==> config.mk <==
export PLATFORM = sky130hd
export DESIGN_NAME = if_stage_flat
export DESIGN_NICKNAME = d
export VERILOG_FILES = /design/src/rtl/if_stage_if.sv /design/src/rtl/if_stage.sv /design/src/flat_wrapper.sv
export SDC_FILE = /design/constraint.sdc
export NUM_CORES = 1
export LEC_CHECK = 0
export ABC_AREA = 1
export BUFFER_PORTS_ARGS = -buffer_cell sky130_fd_sc_hd__buf_4
export CAP_MARGIN = 10
export CELL_PAD_IN_SITES_DETAIL_PLACEMENT = 0
export CELL_PAD_IN_SITES_GLOBAL_PLACEMENT = 1
export CORE_ASPECT_RATIO = 0.6
export CORE_MARGIN = 3
export CORE_UTILIZATION = 34
export CTS_CLUSTER_DIAMETER = 200
export DETAILED_ROUTE_END_ITERATION = 7
export PLACE_DENSITY_LB_ADDON = 0.25
export SETUP_SLACK_MARGIN = 0.05
export SLEW_MARGIN = 20
export SYNTH_ARGS = -nofsm -noshare
export SYNTH_HDL_FRONTEND = slang
export SYNTH_SLANG_ARGS = --single-unit
==> constraint.sdc <==
create_clock -name clk -period 2.2 [get_ports clk]
set_clock_uncertainty 0.2 [all_clocks]
set_input_delay 0.11 -clock clk [delete_from_list [all_inputs] [get_ports clk]]
set_output_delay 0.11 -clock clk [all_outputs]
set_load 0.01 [all_outputs]
==> src/rtl/if_stage_if.sv <==
// Fetch-stage bus bundle: the combinational ROM port plus the IF/ID slot
// handshake towards decode.
//
// Handshake: the slot (id_valid_o/id_pc_o/id_inst_o) is offered while
// id_valid_o=1 and is consumed on a rising edge where id_valid_o && id_ready_i.
// While id_valid_o=1 && !id_ready_i the slot contents are held stable.
// id_ready_i may be driven regardless of id_valid_o.
interface if_stage_if #(
  parameter int ADDR_W = 8,
  parameter int DATA_W = 32
);
  logic [ADDR_W-1:0] pc_o;
  logic [DATA_W-1:0] inst_i;
  logic              id_valid_o;
  logic              id_ready_i;
  logic [ADDR_W-1:0] id_pc_o;
  logic [DATA_W-1:0] id_inst_o;

  // Fetch stage side.
  modport master (
    output pc_o,
    input  inst_i,
    output id_valid_o,
    input  id_ready_i,
    output id_pc_o,
    output id_inst_o
  );

  // ROM/decode side.
  modport slave (
    input  pc_o,
    output inst_i,
    input  id_valid_o,
    output id_ready_i,
    input  id_pc_o,
    input  id_inst_o
  );
endinterface

==> src/rtl/if_stage.sv <==
// Instruction-fetch stage: owns the PC, reads the combinational ROM and
// fills the IF/ID slot under valid/ready, with redirect flush and halt.
module if_stage #(
  parameter int                ADDR_W   = 8,
  parameter int                DATA_W   = 32,
  parameter logic [ADDR_W-1:0] RESET_PC = '0,
  parameter logic [DATA_W-1:0] NOP_INST = 32'h00000013
) (
  input  logic              clk,
  input  logic              rst,
  if_stage_if.master        bus,
  input  logic              redirect_i,
  input  logic [ADDR_W-1:0] redirect_pc_i,
  input  logic              halt_i,
  output logic [31:0]       fetch_cnt_o,
  output logic [1:0]        state_o
);

  typedef enum logic [1:0] {
    S_RUN   = 2'd0,
    S_STALL = 2'd1,
    S_HALT  = 2'd2
  } state_t;

  state_t            state_q, state_d;
  logic [ADDR_W-1:0] pc_q, pc_d;
  logic              valid_q, valid_d;
  logic [ADDR_W-1:0] id_pc_q, id_pc_d;
  logic [DATA_W-1:0] id_inst_q, id_inst_d;
  logic [31:0]       cnt_q, cnt_d;
  logic              load;
  logic              accept;

  assign load   = (state_q != S_HALT) && !halt_i && (!valid_q || bus.id_ready_i);
  assign accept = valid_q && bus.id_ready_i;

  // Next-state logic; redirect forces RUN from any state.
  always_comb begin
    state_d = state_q;
    if (redirect_i) begin
      state_d = S_RUN;
    end else begin
      case (state_q)
        S_RUN: begin
          if (halt_i)                          state_d = S_HALT;
          else if (valid_q && !bus.id_ready_i) state_d = S_STALL;
        end
        S_STALL: begin
          if (bus.id_ready_i) state_d = halt_i ? S_HALT : S_RUN;
        end
        S_HALT: begin
          if (!halt_i) state_d = S_RUN;
        end
        default: state_d = S_RUN;
      endcase
    end
  end

  // Datapath next values: redirect beats load, load beats drain/hold.
  always_comb begin
    pc_d      = pc_q;
    valid_d   = valid_q;
    id_pc_d   = id_pc_q;
    id_inst_d = id_inst_q;
    cnt_d     = cnt_q;
    if (redirect_i) begin
      // The ROM word fetched this cycle belongs to the wrong path; drop it.
      pc_d      = redirect_pc_i;
      valid_d   = 1'b0;
      id_inst_d = NOP_INST;
    end else if (load) begin
      id_inst_d = bus.inst_i;
      id_pc_d   = pc_q;
      valid_d   = 1'b1;
      pc_d      = pc_q + ADDR_W'(1);
    end else if (accept) begin
      // Halted: decode took the last word, nothing replaces it.
      valid_d = 1'b0;
    end
    if (accept && !redirect_i) cnt_d = cnt_q + 32'd1;
  end

  // State and datapath registers with synchronous reset.
  always_ff @(posedge clk) begin
    if (rst) begin
      state_q   <= S_RUN;
      pc_q      <= RESET_PC;
      valid_q   <= 1'b0;
      id_pc_q   <= '0;
      id_inst_q <= NOP_INST;
      cnt_q     <= '0;
    end else begin
      state_q   <= state_d;
      pc_q      <= pc_d;
      valid_q   <= valid_d;
      id_pc_q   <= id_pc_d;
      id_inst_q <= id_inst_d;
      cnt_q     <= cnt_d;
    end
  end

  assign bus.pc_o       = pc_q;
  assign bus.id_valid_o = valid_q;
  assign bus.id_pc_o    = id_pc_q;
  assign bus.id_inst_o  = id_inst_q;
  assign fetch_cnt_o    = cnt_q;
  assign state_o        = state_q;

endmodule

==> src/flat_wrapper.sv <==
// flat-port wrapper written by rule: the top's interface ports become plain ports
module if_stage_flat 
#(
  parameter int                ADDR_W   = 8,
  parameter int                DATA_W   = 32,
  parameter logic [ADDR_W-1:0] RESET_PC = '0,
  parameter logic [DATA_W-1:0] NOP_INST = 32'h00000013
)
  (clk, rst, redirect_i, redirect_pc_i, halt_i, fetch_cnt_o, state_o, bus_pc_o, bus_inst_i, bus_id_valid_o, bus_id_ready_i, bus_id_pc_o, bus_id_inst_o);
  if_stage_if #(.ADDR_W(ADDR_W), .DATA_W(DATA_W)) bus_i ();
  input  logic clk;
  input  logic rst;
  input  logic redirect_i;
  input  logic [ADDR_W-1:0] redirect_pc_i;
  input  logic halt_i;
  output logic [31:0] fetch_cnt_o;
  output logic [1:0] state_o;
  output wire logic [$bits(bus_i.pc_o)-1:0] bus_pc_o;
  input wire logic [$bits(bus_i.inst_i)-1:0] bus_inst_i;
  output wire logic [$bits(bus_i.id_valid_o)-1:0] bus_id_valid_o;
  input wire logic [$bits(bus_i.id_ready_i)-1:0] bus_id_ready_i;
  output wire logic [$bits(bus_i.id_pc_o)-1:0] bus_id_pc_o;
  output wire logic [$bits(bus_i.id_inst_o)-1:0] bus_id_inst_o;
  assign bus_pc_o = bus_i.pc_o;
  assign bus_i.inst_i = bus_inst_i;
  assign bus_id_valid_o = bus_i.id_valid_o;
  assign bus_i.id_ready_i = bus_id_ready_i;
  assign bus_id_pc_o = bus_i.id_pc_o;
  assign bus_id_inst_o = bus_i.id_inst_o;
  if_stage #(.ADDR_W(ADDR_W), .DATA_W(DATA_W), .RESET_PC(RESET_PC), .NOP_INST(NOP_INST)) u_core (.clk(clk), .rst(rst), .bus(bus_i), .redirect_i(redirect_i), .redirect_pc_i(redirect_pc_i), .halt_i(halt_i), .fetch_cnt_o(fetch_cnt_o), .state_o(state_o));
endmodule
Word-level counts from Yosys, hierarchy flattened

Index checks and enable logic that the tools add are counted.

Flip-flop bits (word level): 83
Output and inout bits: 83
Word-level logic and storage cells: 41

Add/sub/neg operators: 2
Equality and inequality tests: 6
Multiplexer cells: 10
Bitwise logic cells: 1
Reductions and logical operators: 16

Operator list:

| operator                                                         | number |
|---|---|
| 32-bit by 1-bit adder with 32-bit output (second input constant) | 1 |
| 8-bit two-way mux                                                | 2 |
| 2-bit two-way mux                                                | 5 |
| 8-bit by 1-bit adder with 8-bit output (second input constant)   | 1 |
| 2-bit != test (second input constant)                            | 3 |
| 2-bit case mux with 3 select lines                               | 1 |
| 1-bit logical AND                                                | 5 |
| 1-bit logical NOT                                                | 4 |
| 2-bit nonzero test                                               | 2 |
| 3-bit by 2-bit != test with 1-bit output (second input constant) | 1 |
| 3-bit AND reduction                                              | 1 |
| 2-bit by 1-bit == test with 1-bit output (second input constant) | 1 |
| 2-bit == test (second input constant)                            | 1 |
| 2-bit logical NOT                                                | 1 |
| 1-bit two-way mux                                                | 2 |
| 2-bit AND reduction                                              | 1 |
| 2-bit OR reduction                                               | 1 |
| 1-bit logical OR                                                 | 1 |
| 1-bit inverter                                                   | 1 |

Logic depth before layout (Yosys ltp)

Gate-level depths: netlist of the first run.

Depth after elaboration: 5
Depth in mapped cells: 9

Worst setup path after synthesis of the first run

No wires, ideal clock.

Path type: register to register
Start: register u_core.cnt_q[1], in the netlist u_core.fetch_cnt_o[1]
End: register u_core.cnt_q[14], in the netlist u_core.fetch_cnt_o[14]
Setup time: 116 ps
Arrival time: 1311 ps
Setup slack: 573 ps
Cell stages (with the launch flop): 9
Clock period less this slack: 1627 ps
Path through: dfxtp_1 > ha_1 > inv_1 > nor2_4 > nand3_2 > nor2_2 > nand2_1 > o21ai_0 > nor2_1

Word-level cells in the longest chain between the ends: 1

Ends and longest elaborated chain:

| element                                  | RTL line       | RTL |
|---|---|---|
| start, declared                          | if_stage.sv:30 | `logic [31:0] cnt_q, cnt_d;` |
| start signal, assigned                   | if_stage.sv:98 | `cnt_q <= cnt_d;` |
| 32-bit by 1-bit adder with 32-bit output | if_stage.sv:80 | `if (accept && !redirect_i) cnt_d = cnt_q + 32'd1;` |

No other way between the ends.
A chain may end at the register's enable or synchronous reset.

Worst setup path after layout of the first run

Start: input port halt_i
End: register u_core.pc_q[3], in the netlist u_core.bus.pc_o[3]

Word-level cells in the longest chain between the ends: 4

Ends and longest elaborated chain:

| element                             | RTL line           | RTL |
|---|---|---|
| start, declared                     | flat_wrapper.sv:15 | `input logic halt_i;` |
| 1-bit logical NOT                   | if_stage.sv:34     | `assign load = (state_q != S_HALT) && !halt_i && (!valid_q \|\| bus.id_ready_i);` |
| 1-bit logical AND (2 in series)     | if_stage.sv:34     |  |
| 2-bit nonzero test (no source line) | -                  |  |
| end signal, assigned                | if_stage.sv:94     | `pc_q <= pc_d;` |
| end, declared                       | if_stage.sv:26     | `logic [ADDR_W-1:0] pc_q, pc_d;` |

No other way between the ends.

==> results of run 1 <==
[what timing repair did]
item / in CTS / in global routing
resized for setup: 0 / 4
hold buffers: 56 / 0
hold endpoints to repair: 48 / 0
setup buffers: 0 / 0
endpoints found under the setup margin: 0 / 6
[path summary, 6_finish.rpt]
path                              endpoint                startpoint  slack [ns]
setup reg to reg        u_core.bus.pc_o[3]         u_core.state_o[0]        0.19
setup / recovery        u_core.bus.pc_o[3]                    halt_i         0.1
hold reg to reg   u_core.bus.id_inst_o[20]  u_core.bus.id_inst_o[20]        0.27
hold / removal           u_core.state_o[0]            bus_id_ready_i        0.04
[layout by cell type (no fill, tap or decap)]
master         instances
a31oi_1                6
or2_2                  1
o211ai_1               1
dfxtp_1               83
nor2_1                67
nand3_2                2
xor2_1                 5
clkinv_2               2
bufinv_16              2
nand4_1                9
buf_6                  1
nand3_1               39
nor2_4                 2
inv_1                 68
ha_1                   2
nand2_2                2
dlygate4sd3_1         56
o21ai_1                2
o21ai_0               24
o21a_1                 3
nor4_1                 1
nand3b_1               2
a21oi_1               50
clkbuf_1               2
nor3_1                 2
nand3_4                1
nor2_2                 5
buf_2                  1
clkinvlp_4             1
buf_4                131
nor2_8                 1
nand2_1              159
clkbuf_16              9
[area by class of cell]
| type | count | area [µm²] |
|---|---|---|
| Fill cell | 1052 | 4928 |
| Multi-Input combinational cell | 386 | 1778 |
| Sequential cell | 83 | 1662 |
| Timing Repair Buffer | 189 | 1560 |
| Inverter | 68 | 255.2 |
| Clock buffer | 11 | 232.7 |
| Tap cell | 139 | 173.9 |
| Clock inverter | 5 | 77.57 |
[cells by family (layout without fill, tap and decap cells)]
logic type	after synthesis	in the layout	share of synthesized area
AOI/OAI and AO/OA	86	86	0.1191
xor gates and xnor gates	5	5	0.01164
adders and majority gates	2	2	0.006650
buffers and inverters	84	273	0.08912
DFF	83	83	0.4416
and+or+nand+nor	293	293	0.3319
[flip-flops by register name, indices dropped and copies added (netlist names)]
signal	cells
u_core.bus.id_inst_o	32
u_core.fetch_cnt_o	32
u_core.bus.id_pc_o	8
u_core.bus.pc_o	8
u_core.state_o	2
u_core.bus.id_valid_o	1
[Yosys cell counts, drive strengths merged]
library cell	count	area [µm²]
buf	8	50.05
nand2	161	606.8
a31oi	6	37.54
or2	1	6.260
o211ai	1	7.510
nand3	42	225.2
nand4	9	56.30
o21a	3	22.52
nor2	75	322.8
xor2	5	43.79
dfxtp	83	1662
clkbuf	8	30.03
a21oi	50	250.2
nor3	2	10.01
nand3b	2	15.01
nor4	1	6.260
o21ai	26	130.1
ha	2	25.02
inv	68	255.2
[worst max-delay path, delay by kind of cell]
family / cells / cell delay, ns
AO/OA/AOI/OAI: 1 / 0.15
buffers and inverters: 5 / 1.55
AND/OR/NAND/NOR: 3 / 0.35
[per-stage QoR]
stage | utilization | cells | area (µm²) | worst slack, ns | total power, µW
after CTS | 0.5360 | 880 | 5718 | 0.06268 | 3631
after floorplan | - | 553 | 3762 | 0.5732 | 1771
after detailed placement | 0.4544 | 808 | 4847 | 0.4455 | 1941
after global routing | 0.5380 | 881 | 5739 | 0.002577 | 3740
final | 0.5380 | 881 | 5739 | 0.09950 | 3592
after global placement | 0.4544 | 808 | 4847 | 0.4857 | 1937
[power by group through the flow]
stage | Clock (µW) | Sequential (µW) | Combinational, µW
floorplan | 0 | 1630 | 144
global placement | 0 | 1610 | 324
detailed placement | 0 | 1610 | 328
CTS | 1640 | 1580 | 409
global route | 1700 | 1590 | 454
finish | 1600 | 1580 | 415
[per-layer routing]
layer	vias to the layer above	GRT usage
met5	-	0
met2	110	0.2893
met4	0	0.04791
met3	10	0.04772
li1	2125	-
met1	1860	0.2732
==> metrics.yaml, run 1 <==
viasPerCell: 4.659
synth_seq_cells: 83
via_count: 4105
maxCapViolCount: 0
max_slew_margin: 0.3331
end_kind: "flip-flop"
ctsHtreeMaxLevel: 3
crit_path_max_fanout: 10
cts_tree: "yes"
path_clk_slew_ns: 0.06
p_sw_frac: 0.2323
highest_layer: "met4"
cts_root_buffer: "clkbuf_16"
wl_met3_um: 670
portBuffers: 127
gr-usage-all-layers: 0.1913
ios: 128
clk_path_buf_depth: 2
wl_mm: 11.86
r2r_cells: 8
grt_overflow_total: 0
final.setup.tns_ns: 0
cp_common_cell: "dlygate4sd3_1"
fin_crit_sh: 0.9548
netlist_instances: 553
postSynthAreaPerCell_um2: 6.804
worst_pin_slew_ns: 0.9993
grt_pass1_wl_mm: 18.89
initial_core_util: 0.3527
slowest_stage: "dlygate4sd3_1"
synth_fp_nets: 600
worstPathCellList: "dlygate4sd3_1 > buf_4 > inv_1 > nand3_4 > nor2_2 > buf_6 > nand2_1 > a31oi_1 > dlygate4sd3_1"
finalNetCount: 784
final_max_slew_viol_count: 0
max_stage_delay_ns: 0.58
cts_made_buffers: 9
die_h_um: 87.48
fin_hold_ws_ns: 0.03680
dr.first_iter.drc_count: 251
worstHoldPathCells: 6
grt_pass1_vias: 3756
clockPowerShare: 0.444
syn2layout_area_growth_pct: 52.54
clock_latency_ns: 0.34
p_per_area_nw_per_um2: 625.9
path_class: "in2reg"
dieArea_um2: 12410
place.gp.congestion: 0.8479
rsz0062_at_grt: "yes"
grt_max_degree: 37
max_freq_mhz: 476.1
met2_length_mm: 5.005
cts.sinks: 83
cp.arrival_ns: 2.17
hp-class: "in2reg"
synth_cell_types: 27
drc_errors: 0
leakagePower_uw: 0.002534
synthesis.area_um2: 3762
coreArea_um2: 10670
intPower_uw: 2758
diodes: 0
hold_violations: 0
dp_hpwl_mm: 8.335
seqPwrFrac: 0.440
setup_violations: 0
fp.dieW_um: 141.8
combPwrFrac: 0.116
ys_seq_area_frac: 0.4416
critPathLaunchType: "primary input"
drt_pass1_iterations: 5
peakVddDrop_uv: 372.4
wl_met1_mm: 6.062
routedWlPerCell_um: 13.46
period_needed_ns: 2.101
drive_gt1_frac: 0.2170
yosysWarnings: 0
cp.required_ns: 2.27
status: "complete, no violations"
num_rows: 29
power.switching_uw: 834.6
detail-route-antenna-nets: 0
antenna_found_initial: 0
No activity file was read; power rests on OpenSTA's default activity.
==> run 2: changes to the inputs <==
--- a/config.mk
+++ b/config.mk
@@ -5,14 +5,14 @@
 export SDC_FILE = /design/constraint.sdc
 export NUM_CORES = 1
 export LEC_CHECK = 0
-export ABC_AREA = 1
 export BUFFER_PORTS_ARGS = -buffer_cell sky130_fd_sc_hd__buf_4
 export CAP_MARGIN = 10
 export CELL_PAD_IN_SITES_DETAIL_PLACEMENT = 0
 export CELL_PAD_IN_SITES_GLOBAL_PLACEMENT = 1
 export CORE_ASPECT_RATIO = 0.6
 export CORE_MARGIN = 3
-export CORE_UTILIZATION = 34
+export CORE_UTILIZATION = 35
+export CTS_BUF_LIST = sky130_fd_sc_hd__clkbuf_2
 export CTS_CLUSTER_DIAMETER = 200
 export DETAILED_ROUTE_END_ITERATION = 7
 export PLACE_DENSITY_LB_ADDON = 0.25
==> metrics.yaml, run 2 <==
dp_hpwl_mm: 7.572
cp.required_ns: 2.48
rsz0062_at_grt: "yes"
synth_top_area_frac: 0.4703
hold_violations: 0
maxCapViolCount: 0
muxShareOfSynthArea: 0.003187
final_max_slew_viol_count: 0
hp-class: "in2reg"
yosysMostFrequentCell: "nand2_1"
crit_path_max_fanout: 7
critical_path.top_delay_family: "simple AND/OR/NAND/NOR gates"
synthesis.area_um2: 3533
end_kind: "flip-flop"
worstHoldPathCells: 4
netlist_instances: 432
status: "complete, no violations"
p_per_area_nw_per_um2: 524.9
worst_pin_slew_ns: 0.6414
period_needed_ns: 2.124
postSynthAreaPerCell_um2: 8.179
grt_overflow_total: 0
drive_gt1_frac: 0.3056
cts_root_buffer: "clkbuf_2"
final_area_um2: 5445
holdPathEnd: "u_core.bus.id_inst_o[28]"
layout_common_cells: "buf_4, nand2_1, dfxtp_1"
clk_path_buf_depth: 2
worstPathCellList: "ha_1 > nand4b_1 > or4_4 > buf_6 > or3_1 > a21oi_1"
cp.buffers_inverters: 1
yosys-top-cells-area: "dfxtp_1, nand2_1, a21oi_1, or4_1, o31ai_1"
yosysWarnings: 0
place.gp.congestion: 0.7976
detail-route-antenna-nets: 0
ys_seq_area_frac: 0.4703
synthFlopType: "dfxtp_1"
synth-adder-area-share: 0.007082
final_common_cell: "buf_4"
max_slew_margin: 0.5724
via_count: 3835
leakagePower_uw: 0.002175
synth_simple_gate_area_frac: 0.2702
nFillCells: 880
synthTopCellsByCount: "nand2_1, dfxtp_1, a21oi_1"
ctsHtreeMaxLevel: 3
synth_fp_nets: 479
synth_compound_area_frac: 0.1749
cts.sinks: 83
synth_seq_cells: 83
async_reset_ff_frac: 0
peakVddDrop_uv: 369.3
dieArea_um2: 11380
max_stage_delay_ns: 0.58
fp.dieW_um: 135.7
coreArea_um2: 9493
num_rows: 27
path_clk_slew_ns: 0.24
clock_latency_ns: 0.54
setup_violations: 0
synth_top_family_by_area: "simple AND/OR/NAND/NOR gates"
cts_tree: "yes"
synth_edf_count: 0
critPathLaunchType: "flip-flop"
reg2reg_to: "u_core.fetch_cnt_o[20]"
ios: 128
max_freq_mhz: 470.8
drt_pass1_iterations: 5
wl_mm: 11.40
startpoint: "u_core.fetch_cnt_o[0]"
final.setup.tns_ns: 0
grt_pass1_vias: 3588
synthXorXnorAreaFrac: 0.02727
synth_cell_types: 38
drc_errors: 0
grt_max_degree: 51
finalNetCount: 668
fin_crit_sh: 0.9655
reg2reg_slack_ns: 0.08
routedWlPerCell_um: 15.10
cp.arrival_ns: 2.41
path_class: "reg2reg"
r2r_cells: 6
portBuffers: 127
diodes: 0
cts_made_buffers: 9
die_h_um: 83.83
place_area_um2: 4725
yosysTopAreaCell: "dfxtp_1"
slowest_stage: "or4_4"
grt_pass1_wl_mm: 18.03
viasPerCell: 5.079
gr-usage-all-layers: 0.1949
hold_start: "bus_inst_i[28]"
dr.first_iter.drc_count: 356
r2r-start: "u_core.fetch_cnt_o[0]"
initial_core_util: 0.3722
syn2layout_area_growth_pct: 54.11
antenna_found_initial: 0
-- run 2: cell count changes after synthesis, moves of 9 or more --
cell	before	now
a21oi_1	50	62
nand2_1	160	90
o31ai_1	0	20
inv_1	68	9
or4_1	0	21
nand3_1	39	14
o21ai_0	24	12
clkbuf_1	8	25
xnor2_1	0	9
nor2_1	68	18
-- run 2: worst max-delay path by stage --
stage                             end  depth (start not counted)  slack [ns]
4_1_cts        u_core.fetch_cnt_o[24]                          5        0.05
6_report       u_core.fetch_cnt_o[20]                          6        0.08
3_3_place_gp   u_core.fetch_cnt_o[31]                          4        0.10
5_1_grt        u_core.fetch_cnt_o[20]                          6      0.0006
3_5_place_dp   u_core.fetch_cnt_o[31]                          4        0.08
2_1_floorplan      u_core.bus.pc_o[5]                          5        0.07
-- run 2: cells by family after synthesis --
family	after synthesis
muxes	1
adders and majority gates	2
AOI/OAI and AO/OA	106
and+or+nand+nor	190
buffers and inverters	39
DFF	83
xor gates and xnor gates	11
-- run 2: per-stage QoR --
step	instances	total power (µW)	hold slack (ns)	setup slack, ns	utilization
finish	755	2858	0.1354	0.07592	0.5736
global route	755	2987	0.09788	0.0006235	0.5736
floorplan	432	1741	-0.01134	0.06751	-
CTS	748	2880	0.07698	0.05049	0.5631
global placement	684	1907	0.1219	0.1014	0.4977
detailed placement	684	1913	0.1320	0.08020	0.4977
-- run 2: area by class of cell --
class                   count  area (µm²)  area share
multi-input cells         310        1732      0.3180
repair buffers            208        1713      0.3146
flip-flops and latches     83        1678      0.3081
well taps                 130       162.7     0.02987
clock inverters             6       81.33     0.01494
clock buffers               9       45.04    0.008272
inverters                   9       33.78    0.006204
-- run 2: layer usage --
| metal | GRT usage | part of all wire | up-vias | routed length, µm |
|---|---|---|---|---|
| met5 | 0 | 0 | - | 0 |
| met4 | 0.04483 | 0.0052 | 0 | 59 |
| met3 | 0.06386 | 0.078 | 6 | 892 |
| met2 | 0.2870 | 0.45 | 134 | 5080 |
| met1 | 0.2763 | 0.47 | 1770 | 5372 |
| li1 | - | - | 1925 | - |
-- run 2: report_power, final --
group	switching, µW	leakage (µW)	internal, µW
registers	29.0	0.000678	1540
logic	181	0.00142	214
clock network	532	0.0000752	362
total	741	0.00217	2120
-- run 2: timing repair --
item,CTS,global route
hold endpoints to repair,82,0
buffers inserted,0,6
cloned,0,1
pin swaps,0,4
gates resized for setup,1,17
setup endpoints to repair,1,46
hold buffers,49,0
-- run 2: worst reg2reg max path, stage by stage (launching register included) --
cell and delay [ns]:
dfxtp_4 0.41, ha_1 0.14, nand4b_1 0.15, or4_4 0.58
buf_6 0.16, or3_1 0.30, a21oi_1 0.14
